`src/rtl/pc_pkg.sv`:
```
// Shared types for the program-counter unit and the control unit that drives it.
package pc_pkg;

    typedef enum logic [1:0] {
        PC_4   = 2'd0,
        PC_IMM = 2'd1,
        PC_REG = 2'd2,
        PC_RET = 2'd3
    } pc_sel_e;

    localparam int unsigned PC_STEP_DEFAULT = 4;

endpackage

```
`src/rtl/pc_unit_ras_if.sv`:
```
// Control-unit <-> PC-unit bundle: next-PC request in, PC and RAS status out.
interface pc_unit_ras_if #(
    parameter int unsigned XLEN      = 32,
    parameter int unsigned RAS_DEPTH = 4
) ();
    import pc_pkg::*;

    localparam int unsigned CntW = $clog2(RAS_DEPTH) + 1;

    logic            pc_write;
    pc_sel_e         pc_sel;
    logic [XLEN-1:0] imm_in;
    logic [XLEN-1:0] rs1_in;
    logic            ras_push;
    logic            ras_flush;

    logic [XLEN-1:0] pc;
    logic [CntW-1:0] ras_count;
    logic            ras_empty;
    logic            ras_full;
    logic            ras_underflow;
    logic            misalign_err;

    modport master (
        output pc_write, pc_sel, imm_in, rs1_in, ras_push, ras_flush,
        input  pc, ras_count, ras_empty, ras_full, ras_underflow, misalign_err
    );

    modport slave (
        input  pc_write, pc_sel, imm_in, rs1_in, ras_push, ras_flush,
        output pc, ras_count, ras_empty, ras_full, ras_underflow, misalign_err
    );

endinterface

```
`src/rtl/pc_unit_ras_stack.sv`:
```
// Circular return-address stack: storage, top pointer and saturating occupancy count.
module ras_stack #(
    parameter int unsigned XLEN      = 32,
    parameter int unsigned RAS_DEPTH = 4
) (
    input  logic                         clk,
    input  logic                         arst_n,
    input  logic                         push_i,
    input  logic                         pop_i,
    input  logic                         flush_i,
    input  logic [XLEN-1:0]              wdata_i,
    output logic [XLEN-1:0]              rdata_o,
    output logic [$clog2(RAS_DEPTH):0]   count_o
);
    localparam int unsigned PtrW = $clog2(RAS_DEPTH);
    localparam int unsigned CntW = PtrW + 1;

    logic [XLEN-1:0] mem_q [RAS_DEPTH];
    logic [PtrW-1:0] top_q, top_d, waddr;
    logic [CntW-1:0] count_q, count_d;
    logic            we;

    // push+pop together is a swap: the top entry is replaced in place
    always_comb begin
        top_d   = top_q;
        count_d = count_q;
        we      = 1'b0;
        waddr   = top_q + PtrW'(1);
        if (flush_i) begin
            top_d   = '0;
            count_d = '0;
        end else if (push_i && pop_i) begin
            we    = 1'b1;
            waddr = top_q;
        end else if (push_i) begin
            we      = 1'b1;
            top_d   = top_q + PtrW'(1);
            count_d = (count_q == CntW'(RAS_DEPTH)) ? count_q : count_q + CntW'(1);
        end else if (pop_i && count_q != '0) begin
            top_d   = top_q - PtrW'(1);
            count_d = count_q - CntW'(1);
        end
    end

    always_ff @(posedge clk) begin
        if (!arst_n) begin
            top_q   <= '0;
            count_q <= '0;
        end else begin
            top_q   <= top_d;
            count_q <= count_d;
        end
    end

    always_ff @(posedge clk) begin
        if (arst_n && we) begin
            mem_q[waddr] <= wdata_i;
        end
    end

    assign rdata_o = mem_q[top_q];
    assign count_o = count_q;

endmodule

```
`src/rtl/pc_unit_ras.sv`:
```
// Program counter with JALR support and a circular return-address stack.
// Optional target alignment check enabled by defining PC_ALIGN_CHECK_EN.
module pc_unit_ras import pc_pkg::*; #(
    parameter int unsigned    XLEN      = 32,
    parameter logic [XLEN-1:0] RESET_VEC = '0,
    parameter int unsigned    RAS_DEPTH = 4,
    parameter int unsigned    PC_STEP   = PC_STEP_DEFAULT
) (
    input  logic          clk,
    input  logic          arst_n,
    pc_unit_ras_if.slave  bus
);
    localparam int unsigned CntW = $clog2(RAS_DEPTH) + 1;

    logic [XLEN-1:0] pc_q, pc_d, pc_plus, reg_sum, target, ras_rdata;
    logic [CntW-1:0] ras_count;
    logic            under_q, under_d;
    logic            ret_ok, misaligned, push, pop;

    assign pc_plus = pc_q + XLEN'(PC_STEP);
    assign reg_sum = bus.rs1_in + bus.imm_in;
    assign ret_ok  = (ras_count != '0) && !bus.ras_flush;

    always_comb begin
        unique case (bus.pc_sel)
            PC_4:    target = pc_plus;
            PC_IMM:  target = pc_q + bus.imm_in;
            PC_REG:  target = {reg_sum[XLEN-1:1], 1'b0};
            default: target = ras_rdata;
        endcase
    end

`ifdef PC_ALIGN_CHECK_EN
    logic mis_q, mis_d;

    assign misaligned = (bus.pc_sel != PC_4) && (target[1:0] != 2'b00);
    // a return with nothing to pop reports underflow, not misalignment
    assign mis_d = bus.pc_write && misaligned && !(bus.pc_sel == PC_RET && !ret_ok);

    always_ff @(posedge clk) begin
        if (!arst_n) mis_q <= 1'b0;
        else         mis_q <= mis_d;
    end

    assign bus.misalign_err = mis_q;
`else
    assign misaligned       = 1'b0;
    assign bus.misalign_err = 1'b0;
`endif

    always_comb begin
        pc_d    = pc_q;
        under_d = 1'b0;
        push    = 1'b0;
        pop     = 1'b0;
        if (bus.pc_write) begin
            if (bus.pc_sel == PC_RET && !ret_ok) begin
                under_d = 1'b1;
                push    = bus.ras_push;
            end else if (!misaligned) begin
                pc_d = target;
                push = bus.ras_push;
                pop  = (bus.pc_sel == PC_RET);
            end
        end
    end

    always_ff @(posedge clk) begin
        if (!arst_n) begin
            pc_q    <= RESET_VEC;
            under_q <= 1'b0;
        end else begin
            pc_q    <= pc_d;
            under_q <= under_d;
        end
    end

    ras_stack #(
        .XLEN      (XLEN),
        .RAS_DEPTH (RAS_DEPTH)
    ) u_ras (
        .clk     (clk),
        .arst_n  (arst_n),
        .push_i  (push),
        .pop_i   (pop),
        .flush_i (bus.ras_flush),
        .wdata_i (pc_plus),
        .rdata_o (ras_rdata),
        .count_o (ras_count)
    );

    assign bus.pc            = pc_q;
    assign bus.ras_count     = ras_count;
    assign bus.ras_empty     = (ras_count == '0);
    assign bus.ras_full      = (ras_count == CntW'(RAS_DEPTH));
    assign bus.ras_underflow = under_q;

endmodule

```
`src/flat_wrapper.sv`:
```
// flat-port wrapper written by rule: the top's interface ports become plain ports
module pc_unit_ras_flat import pc_pkg::*;
#(
    parameter int unsigned    XLEN      = 32,
    parameter logic [XLEN-1:0] RESET_VEC = '0,
    parameter int unsigned    RAS_DEPTH = 4,
    parameter int unsigned    PC_STEP   = PC_STEP_DEFAULT
)
  (clk, arst_n, bus_pc_write, bus_pc_sel, bus_imm_in, bus_rs1_in, bus_ras_push, bus_ras_flush, bus_pc, bus_ras_count, bus_ras_empty, bus_ras_full, bus_ras_underflow, bus_misalign_err);
  pc_unit_ras_if #(.XLEN(XLEN), .RAS_DEPTH(RAS_DEPTH)) bus_i ();
  input  logic clk;
  input  logic arst_n;
  input wire logic [$bits(bus_i.pc_write)-1:0] bus_pc_write;
  input wire logic [$bits(bus_i.pc_sel)-1:0] bus_pc_sel;
  input wire logic [$bits(bus_i.imm_in)-1:0] bus_imm_in;
  input wire logic [$bits(bus_i.rs1_in)-1:0] bus_rs1_in;
  input wire logic [$bits(bus_i.ras_push)-1:0] bus_ras_push;
  input wire logic [$bits(bus_i.ras_flush)-1:0] bus_ras_flush;
  output wire logic [$bits(bus_i.pc)-1:0] bus_pc;
  output wire logic [$bits(bus_i.ras_count)-1:0] bus_ras_count;
  output wire logic [$bits(bus_i.ras_empty)-1:0] bus_ras_empty;
  output wire logic [$bits(bus_i.ras_full)-1:0] bus_ras_full;
  output wire logic [$bits(bus_i.ras_underflow)-1:0] bus_ras_underflow;
  output wire logic [$bits(bus_i.misalign_err)-1:0] bus_misalign_err;
  assign bus_i.pc_write = bus_pc_write;
  assign bus_i.pc_sel = bus_pc_sel;
  assign bus_i.imm_in = bus_imm_in;
  assign bus_i.rs1_in = bus_rs1_in;
  assign bus_i.ras_push = bus_ras_push;
  assign bus_i.ras_flush = bus_ras_flush;
  assign bus_pc = bus_i.pc;
  assign bus_ras_count = bus_i.ras_count;
  assign bus_ras_empty = bus_i.ras_empty;
  assign bus_ras_full = bus_i.ras_full;
  assign bus_ras_underflow = bus_i.ras_underflow;
  assign bus_misalign_err = bus_i.misalign_err;
  pc_unit_ras #(.XLEN(XLEN), .RESET_VEC(RESET_VEC), .RAS_DEPTH(RAS_DEPTH), .PC_STEP(PC_STEP)) u_core (.clk(clk), .arst_n(arst_n), .bus(bus_i));
endmodule
```
`config.mk`:
```
export PLATFORM = sky130hd
export DESIGN_NAME = pc_unit_ras_flat
export DESIGN_NICKNAME = d
export VERILOG_FILES = /design/src/rtl/pc_pkg.sv /design/src/rtl/pc_unit_ras_if.sv /design/src/rtl/pc_unit_ras_stack.sv /design/src/rtl/pc_unit_ras.sv /design/src/flat_wrapper.sv
export SDC_FILE = /design/constraint.sdc
export NUM_CORES = 1
export LEC_CHECK = 0
export ABC_AREA = 1
export CORE_AREA = 2 2 121 182
export CTS_BUF_LIST = sky130_fd_sc_hd__clkbuf_4 sky130_fd_sc_hd__clkbuf_8
export CTS_CLUSTER_SIZE = 12
export DETAILED_ROUTE_END_ITERATION = 12
export DIE_AREA = 0 0 123 184
export PLACE_DENSITY = 0.9
export SYNTH_ARGS = -nofsm -noshare
export SYNTH_HDL_FRONTEND = slang
export SYNTH_SLANG_ARGS = --single-unit
```
`constraint.sdc`:
```
create_clock -name clk -period 4.35 [get_ports clk]
set_clock_uncertainty 0.1 [all_clocks]
set_input_delay 1.305 -clock clk [delete_from_list [all_inputs] [get_ports clk]]
set_output_delay 1.305 -clock clk [all_outputs]
set_load 0.005 [all_outputs]
```
# --- Yosys cells after proc, flatten, opt, wreduce, memory -nomap -nowiden ---
# Memory sizes are Yosys's and may differ from the RTL's. A register that Yosys moved wholly into a read port is not among the register bits.
# Cells that the tools add are included.
word_totals:
  ff_bits: 38
  elab_cells: 55
  mem_count: 1
  ram_bits: 128
op_classes:
  add_sub_neg: 7
  n_reduce_logical: 16
  mux: 19
  eq_ne: 5
  bitwise_logic: 3
memory_table:
  columns: ["memory", "depth", "width", "rd", "rd_clocked_by_memory_dff", "wr", "line_no", "rtl"]
  rows:
  - ["u_core.u_ras.mem_q", 4, 32, 1, 1, 1, "pc_unit_ras_stack.sv:18", "logic [XLEN-1:0] mem_q [RAS_DEPTH];"]
op_table:
  columns: ["op", "count"]
  rows:
  - ["$pmux 32 s3", 1]
  - ["$add 32x32->32", 2]
  - ["$add 32x3->32 const B", 1]
  - ["$mux 2", 6]
  - ["$mux 1", 9]
  - ["$mux 3", 3]
  - ["$reduce_and 2->1", 3]
  - ["$logic_and 1x1->1", 5]
  - ["$eq 2x2->1 const B", 2]
  - ["$add 3x1->3 const B", 1]
  - ["$eq 3x3->1 const B", 1]
  - ["$logic_not 3->1", 1]
  - ["$not 1->1", 3]
  - ["$reduce_and 3->1", 1]
  - ["$reduce_bool 3->1", 1]
  - ["$sub 3x1->3 const B", 1]
  - ["$add 2x1->2 const B", 1]
  - ["$eq 2x1->1 const B", 1]
  - ["$logic_not 1->1", 2]
  - ["$logic_not 2->1", 1]
  - ["$ne 2x2->1 const B", 1]
  - ["$reduce_bool 2->1", 1]
  - ["$reduce_or 2->1", 1]
  - ["$sub 2x1->2 const B", 1]

# --- Longest topological paths before layout ---
# Gate-level depths: netlist of run 1.
logic_depth:
  word_depth: 12
  depth_mapped: 16
  ltp_nobuf: 16

# --- Hierarchy ---
# From an unflattened synthesis of run 1, not the netlist that was laid out.
hier_totals:
  cells_unflattened: 1817
  area_unflattened_um2: 12467.0
by_module_without_submodules:
  columns: ["module", "area_per_inst_um2", "n_inst", "cells_each"]
  rows:
  - ["pc_unit_ras", 7317.0, 1, 1434]
  - ["ras_stack", 5149.9, 1, 383]

# --- Worst setup path after synthesis of run 1 ---
# OpenSTA, ideal clock, no wires.
synth_timing:
  kind: "in2reg"
  start: "input port bus_pc_sel[0]"
  end: "memory u_core.u_ras.mem_q[2][0], enable pin"
  setup_slack_ns: 0.285
  t_arrival_ns: 3.544
  path_stages: 7
  path_buffers: 0
  required_time_ns: 3.829
  path_cell_list: "nand2_1 nor3_2 nand2_1 nand2_1 xor2_1 inv_1 nor2_1"
synth_between:
  elab_chain_len: 10
  elab_cells_between_ends: 12
  cone_classes: "1 x eq/ne; 8 x mux; 3 x reduce/logical"
synth_rtl:
  columns: ["element", "line_no", "rtl"]
  rows:
  - ["start, declared", "flat_wrapper.sv:14", "input wire logic [$bits(bus_i.pc_sel)-1:0] bus_pc_sel;"]
  - ["$eq 2x2->1 *", "pc_unit_ras.sv:57, pc_unit_ras.sv:63", null]
  - ["$logic_and 1x1->1", "pc_unit_ras.sv:57", "if (bus.pc_sel == PC_RET && !ret_ok) begin"]
  - ["$mux 1 *", "pc_unit_ras.sv:57", null]
  - ["$mux 1 *", "pc_unit_ras.sv:56", "if (bus.pc_write) begin"]
  - ["$logic_and 1x1->1 *", "pc_unit_ras_stack.sv:32", "end else if (push_i && pop_i) begin"]
  - ["$mux 1", "pc_unit_ras_stack.sv:32", null]
  - ["$mux 1", "pc_unit_ras_stack.sv:29", "if (flush_i) begin"]
  - ["$logic_and 1x1->1", "pc_unit_ras_stack.sv:56", "if (arst_n && we) begin"]
  - ["$mux 1", "pc_unit_ras_stack.sv:56", null]
  - ["$mux 1 (implied by the code)", "pc_unit_ras_stack.sv:57", "mem_q[waddr] <= wdata_i;"]
  - ["end, declared", "pc_unit_ras_stack.sv:18", null]
# Every way passes the cells marked *; elsewhere a longest branch is shown, timed or not.

# --- Worst setup path after layout of run 1 ---
layout_timing:
  start: "input port bus_pc_sel[1]"
  end: "memory u_core.u_ras.mem_q[3][27], enable pin"
# The elaborated chain is that of the path after synthesis.

==> run_results.csv, run 1 <==
group,metric,value,unit
detailed_routing,drcViolationCount,0,
synthesis,ys_seq_elements,168,
sta,min_period,3.705,ns
cells_and_area,antenna-diode-count,0,
sta,setup_violations,0,
cts,clock-sinks,168,
power_and_ir_drop,p_leak,0.006751,uW
min_path,holdPathEnd,"u_core.u_ras.count_o[1]$_SDFFE_PP0P_",
cts,cts-resized-gates,0,
worst_setup_path,crit_path_max_fanout,19,
sta,finalCritPeriodShare,0.8517,
placement,gp_congestion,1.006,
min_path,holdPathStages,2,
detailed_routing,via_count,13090,
power_and_ir_drop,p_per_area,280.3,mW/mm2
cells_and_area,final_common_cell,"nand2_1",
min_path,worstHoldStart,"u_core.u_ras.count_o[1]$_SDFFE_PP0P_",
sta,hold_viol,0,
floorplan,start_util,0.6020,
cts,path_clk_slew,0.10,ns
detailed_routing,post_drt_wl_per_cell,18.47,um
global_route,gr-usage-all-layers,0.3749,
floorplan,die_area,0.02263,mm2
job,cap_violations,0,
placement,dp_hpwl,32590,um
detailed_routing,met2WireLength,20690,um
synthesis,ys_types,47,
floorplan,ioPinCount,110,
worst_setup_path,r2r_cells,12,
global_route,grt_max_degree,65,
synthesis,synthCells,1873,
status,status,"finished, final reports clean",
detailed_routing,routed_via_density,5.791,
global_route,grt_pass1_wl,64720,um
cells_and_area,drive_gt1_frac,0.04568,
worst_setup_path,crit_path_start_kind,"input port",
power_and_ir_drop,ir_drop,0.1494,mV
sta,grt_setup_unrepaired,"no",
cells_and_area,finalNetCount,2115,
worst_setup_path,r2r_start,"u_core.u_ras.count_o[0]$_SDFFE_PP0P_",
floorplan,die_h,184,um
cells_and_area,area_delta_synth_final,14.77,%
global_route,grt_antenna_before_repair,0,
cts,numCtsBuffers,17,
synthesis,synth-edff-count,128,
detailed_routing,routed_wl,41750,um
sta,finalSetupTns,0,ns
sta,worst_pin_slew,1.105,ns
floorplan,core_area,0.02098,mm2
synthesis,syn_area_per_cell,6.744,um2
detailed_routing,dr_wl_met3,3445,um
cells_and_area,final_cell_mix,"nand2_1, inv_1, nor2_1, edfxtp_1, nand3_1",
worst_setup_path,critPathKind,"in2reg",
cells_and_area,nFillCells,1771,
cts,ctsHoldBuffers,0,
sta,fmax,0.2699,GHz
detailed_routing,dr.max_layer_used,"met4",
sta,slew_viol_final,0,
detailed_routing,final_antenna_net_count,0,
synthesis,syn_nets,2009,
worst_setup_path,cp_data_required_time,4.40,ns
min_path,min-delay-path-class,"reg2reg",
detailed_routing,drt-met1-wl,15140,um
detailed_routing,drt_iter0_drc,1225,
synthesis,async_reset_ff_frac,0,
cts,htreeDepth,4,
floorplan,die_width,123,um
cells_and_area,post-route-util,0.6909,
global_route,grt_pass1_vias,12780,
cts,cts_tree,"yes",
placement,port-buffer-count,108,
floorplan,rows,65,
detailed_routing,first_pass_iters,6,
synthesis,synth_area,0.01263,mm2
synthesis,ys_seq_area_frac,0.3677,
cts,post_cts_buffers,0,
synthesis,ys.flop_type,"edfxtp_1",
cts,clock_latency,0.48,ns
cts,cts_root_buf,"clkbuf_8",
cts,clockBufferDepth,2,
worst_setup_path,r2r_end,"u_core.u_ras.mem_q[3][27]$_DFFE_PP_",
worst_setup_path,worstPathArrival,3.76,ns
worst_setup_path,end_kind,"flip-flop",
worst_setup_path,rrSetupSlack,1.36,ns
sta,slew_headroom,0.2623,
global_route,gr-total-overflow,0,
synthesis,synth_warnings,0,
[where the power goes]
part	switching, uW	total, uW	leakage (uW)	internal [uW]
logic	664	1050	0.00505	388
registers	71.0	1840	0.00150	1770
clock network	639	1170	0.000206	535
total	1370	4060	0.00675	2690
[logic make-up after synthesis]
| kind of cell | count (synthesis) | share of synthesized area |
|---|---|---|
| simple gates | 1047 | 0.3471 |
| flops | 168 | 0.3677 |
| compound gates | 241 | 0.1014 |
| other cells | 1 | 0.0002969 |
| buf+inv | 326 | 0.09944 |
| fa+ha+maj | 65 | 0.06616 |
| xor+xnor | 25 | 0.01793 |
[registers in the layout (all words and copies together) (netlist names), named ones only]
signal and count:
u_core.u_ras.mem_q 128, u_core.bus.pc 32, u_core.u_ras.count_o 3, u_core.u_ras.top_q 2
u_core.bus.ras_underflow 1
[through the flow]
stage / cell area, um2 / hold WS, ns / total power, uW / instances / setup slack [ns]
2_1_floorplan: 12630 / 0.3870 / 2504 / 1873 / 0.2846
3_3_place_gp: 14080 / 0.3939 / 2868 / 2228 / 0.3734
3_5_place_dp: 14080 / 0.4179 / 2892 / 2228 / 0.2342
4_1_cts: 14500 / 0.4527 / 4039 / 2260 / 0.7218
5_1_grt: 14500 / 0.4658 / 4232 / 2260 / 0.4790
6_report: 14500 / 0.4556 / 4064 / 2260 / 0.6450
[layout make-up]
class | count | area (um2) | share of cell area
Multi-Input combinational cell | 1379 | 6744 | 0.4652
Sequential cell | 168 | 4646 | 0.3204
Timing Repair Buffer | 129 | 1289 | 0.08889
Inverter | 284 | 1066 | 0.07353
Tap cell | 268 | 335.3 | 0.02313
Clock buffer | 17 | 234.0 | 0.01614
Clock inverter | 15 | 183.9 | 0.01269
[Yosys cell counts (11+ instances only)]
| master | number | share of area |
|---|---|---|
| nor3_1 | 17 | 0.0067 |
| nand2_1 | 617 | 0.18 |
| ha_1 | 62 | 0.061 |
| a31oi_1 | 22 | 0.011 |
| clkbuf_1 | 25 | 0.0074 |
| nand4_1 | 13 | 0.0064 |
| dfxtp_1 | 40 | 0.063 |
| xor2_1 | 20 | 0.014 |
| buf_2 | 11 | 0.0044 |
| inv_1 | 278 | 0.083 |
| nor2_1 | 220 | 0.065 |
| nand3b_1 | 22 | 0.013 |
| nand3_1 | 119 | 0.047 |
| o21ai_0 | 86 | 0.034 |
| o22ai_1 | 11 | 0.0054 |
| a21oi_1 | 105 | 0.042 |
| edfxtp_1 | 128 | 0.30 |
[worst max-delay path, cell delays in order]
cell	delay, ns
clkdlybuf4s50_1	0.60
nand2_1	0.23
nor3_2	0.34
nand2_1	0.15
nand2_1	0.14
xor2_1	0.32
inv_1	0.15
nor2_2	0.16
buf_4	0.33
[worst max path at each step]
stage / start / to / slack [ns] / cells past startpoint
after floorplan: bus_pc_sel[0] / u_core.u_ras.mem_q[2][0]$_DFFE_PP_ / 0.28 / 7
after global placement: bus_pc_sel[1] / u_core.u_ras.mem_q[0][23]$_DFFE_PP_ / 0.37 / 8
after detailed placement: bus_pc_sel[1] / u_core.u_ras.mem_q[3][27]$_DFFE_PP_ / 0.23 / 9
after CTS: bus_pc_sel[1] / u_core.u_ras.mem_q[3][27]$_DFFE_PP_ / 0.72 / 9
after global routing: bus_pc_sel[1] / u_core.u_ras.mem_q[3][27]$_DFFE_PP_ / 0.48 / 9
final: bus_pc_sel[1] / u_core.u_ras.mem_q[3][27]$_DFFE_PP_ / 0.64 / 9
[layer usage]
| metal | track usage | vias to the layer above |
|---|---|---|
| met5 | 0 | - |
| met4 | 0.2159 | 0 |
| met2 | 0.6486 | 732 |
| met3 | 0.05025 | 163 |
| li1 | - | 6235 |
| met1 | 0.4388 | 5957 |
Power figures use the tool's default switching activity.
==> run 2, diff against run 1 <==
--- a/config.mk
+++ b/config.mk
@@ -6,11 +6,11 @@
 export NUM_CORES = 1
 export LEC_CHECK = 0
 export ABC_AREA = 1
-export CORE_AREA = 2 2 121 182
+export CORE_AREA = 10 10 129 190
 export CTS_BUF_LIST = sky130_fd_sc_hd__clkbuf_4 sky130_fd_sc_hd__clkbuf_8
 export CTS_CLUSTER_SIZE = 12
 export DETAILED_ROUTE_END_ITERATION = 12
-export DIE_AREA = 0 0 123 184
+export DIE_AREA = 0 0 139 200
 export PLACE_DENSITY = 0.9
 export SYNTH_ARGS = -nofsm -noshare
 export SYNTH_HDL_FRONTEND = slang
==> run_results.csv, run 2 (same netlist as run 1, synthesis figures left out) <==
group,metric,value,unit
status,status,"finished, final reports clean",
cts,cts_root_buf,"clkbuf_8",
job,cap_violations,0,
cells_and_area,fin_cells,2261,
cells_and_area,antenna-diode-count,0,
sta,worst_pin_slew,1.100,ns
placement,dp_hpwl,31930,um
power_and_ir_drop,p_per_area,282.5,mW/mm2
detailed_routing,final_antenna_net_count,0,
cts,clockBufferDepth,3,
sta,finalCritPeriodShare,0.8673,
cells_and_area,area_delta_synth_final,15.16,%
cts,path_clk_slew,0.08,ns
cells_and_area,finalNetCount,2123,
floorplan,die_width,139,um
floorplan,die_area,0.02780,mm2
placement,postPlaceCellArea,0.01409,mm2
cells_and_area,largest_reg_flops,128,
cts,htreeDepth,4,
cells_and_area,stdcell_area,0.01455,mm2
power_and_ir_drop,p_leak,0.006781,uW
placement,gp_congestion,1.036,
sta,grt_setup_unrepaired,"no",
global_route,gr-total-overflow,0,
cts,clock-sinks,168,
min_path,min-delay-path-class,"reg2reg",
cells_and_area,final_common_cell,"nand2_1",
detailed_routing,via_count,13120,
worst_setup_path,critPathKind,"in2reg",
global_route,grt_pass1_vias,12690,
worst_setup_path,worstPathArrival,3.82,ns
worst_setup_path,r2r_cells,12,
global_route,grt_pass1_wl,63800,um
global_route,gr-usage-all-layers,0.2836,
worst_setup_path,crit_path_start_kind,"input port",
sta,slew_headroom,0.2662,
detailed_routing,routed_wl,40880,um
sta,hold_viol,0,
worst_setup_path,rrSetupSlack,1.36,ns
detailed_routing,post_drt_wl_per_cell,18.08,um
sta,slew_viol_final,0,
cells_and_area,final_cell_mix,"nand2_1, inv_1, nor2_1, edfxtp_1, nand3_1",
cells_and_area,largest_register,"u_core.u_ras.mem_q",
detailed_routing,drcViolationCount,0,
placement,port-buffer-count,108,
detailed_routing,routed_via_density,5.804,
min_path,holdPathEnd,"u_core.u_ras.count_o[2]$_SDFFE_PP0P_",
min_path,worstHoldStart,"u_core.u_ras.count_o[2]$_SDFFE_PP0P_",
global_route,grt_antenna_before_repair,0,
floorplan,die_h,200,um
cts,numCtsBuffers,25,
cts,ctsHoldBuffers,0,
sta,fmax,0.2651,GHz
floorplan,start_util,0.6020,
worst_setup_path,end_kind,"flip-flop",
cts,clock_latency,0.49,ns
worst_setup_path,r2r_end,"u_core.u_ras.mem_q[2][19]$_DFFE_PP_",
detailed_routing,first_pass_iters,8,
cts,cts-resized-gates,0,
floorplan,core_area,0.02098,mm2
worst_setup_path,r2r_start,"u_core.u_ras.count_o[0]$_SDFFE_PP0P_",
worst_setup_path,cp_data_required_time,4.40,ns
cts,post_cts_buffers,0,
sta,finalSetupTns,0,ns
global_route,grt_max_degree,65,
min_path,holdPathStages,2,
placement,dp.cells,2228,
power_and_ir_drop,ir_drop,0.1852,mV
worst_setup_path,crit_path_max_fanout,32,
floorplan,rows,65,
sta,min_period,3.773,ns
cts,cts_tree,"yes",
floorplan,ioPinCount,110,
sta,setup_violations,0,
detailed_routing,drt_iter0_drc,1604,
cells_and_area,drive_gt1_frac,0.04666,
## run 2: cell types whose count changed in the layout (fill, tap and decap cells not counted), moves of 4 or more
cell,delta
clkbuf_8,+9
clkbuf_4,+4
inv_6,-4
inv_8,-4
## run 2: power by group
part           total, uW  switching (uW)  internal [uW]
Combinational       1050             660            387
Sequential          1840            68.3           1770
Clock               1230             532            694
Total               4110            1260           2850
## run 2: layout make-up
class	instances	area, um2
Clock buffer	30	387.9
Clock inverter	3	67.56
Tap cell	268	335.3
Timing Repair Buffer	129	1301
Fill cell	1736	6435
Sequential cell	168	4646
Multi-Input combinational cell	1379	6744
Inverter	284	1066
## run 2: how the worst max path moves through the flow
stage                  start  slack, ns                                   to  cells after the start
2_1_floorplan  bus_pc_sel[0]       0.28   u_core.u_ras.mem_q[2][0]$_DFFE_PP_                      7
3_5_place_dp   bus_pc_sel[1]       0.24  u_core.u_ras.mem_q[0][31]$_DFFE_PP_                      8
4_1_cts        bus_pc_sel[1]       0.62  u_core.u_ras.mem_q[0][26]$_DFFE_PP_                      8
5_1_grt        bus_pc_sel[1]       0.46  u_core.u_ras.mem_q[2][28]$_DFFE_PP_                      9
3_3_place_gp   bus_pc_sel[1]       0.39  u_core.u_ras.mem_q[0][30]$_DFFE_PP_                      8
6_report       bus_pc_sel[1]       0.58  u_core.u_ras.mem_q[2][19]$_DFFE_PP_                      9
## run 2: critical path, cell delays in order
cell and delay (ns):
clkdlybuf4s50_1 0.61, nand2_1 0.21, nor3_2 0.37, nand2_1 0.16, nand2_1 0.17, xor2_1 0.41, inv_1 0.15, nor2_2 0.17
buf_12 0.23
## run 2: stage by stage
stage,hold WS (ns),utilization,power (uW),setup WS [ns]
2_1_floorplan,0.3870,-,2504,0.2846
3_3_place_gp,0.3899,0.6716,2857,0.3853
3_5_place_dp,0.3999,0.6716,2883,0.2410
4_1_cts,0.4103,0.6933,4082,0.6208
5_1_grt,0.4478,0.6933,4298,0.4586
6_report,0.4105,0.6933,4109,0.5773
## run 2: routing by layer
layer	wire, um	vias to the layer above	track usage
met4	2409	0	0.1682
li1	-	6253	-
met1	14760	5905	0.3200
met2	20250	797	0.5061
met5	0	-	0
met3	3452	167	0.03382
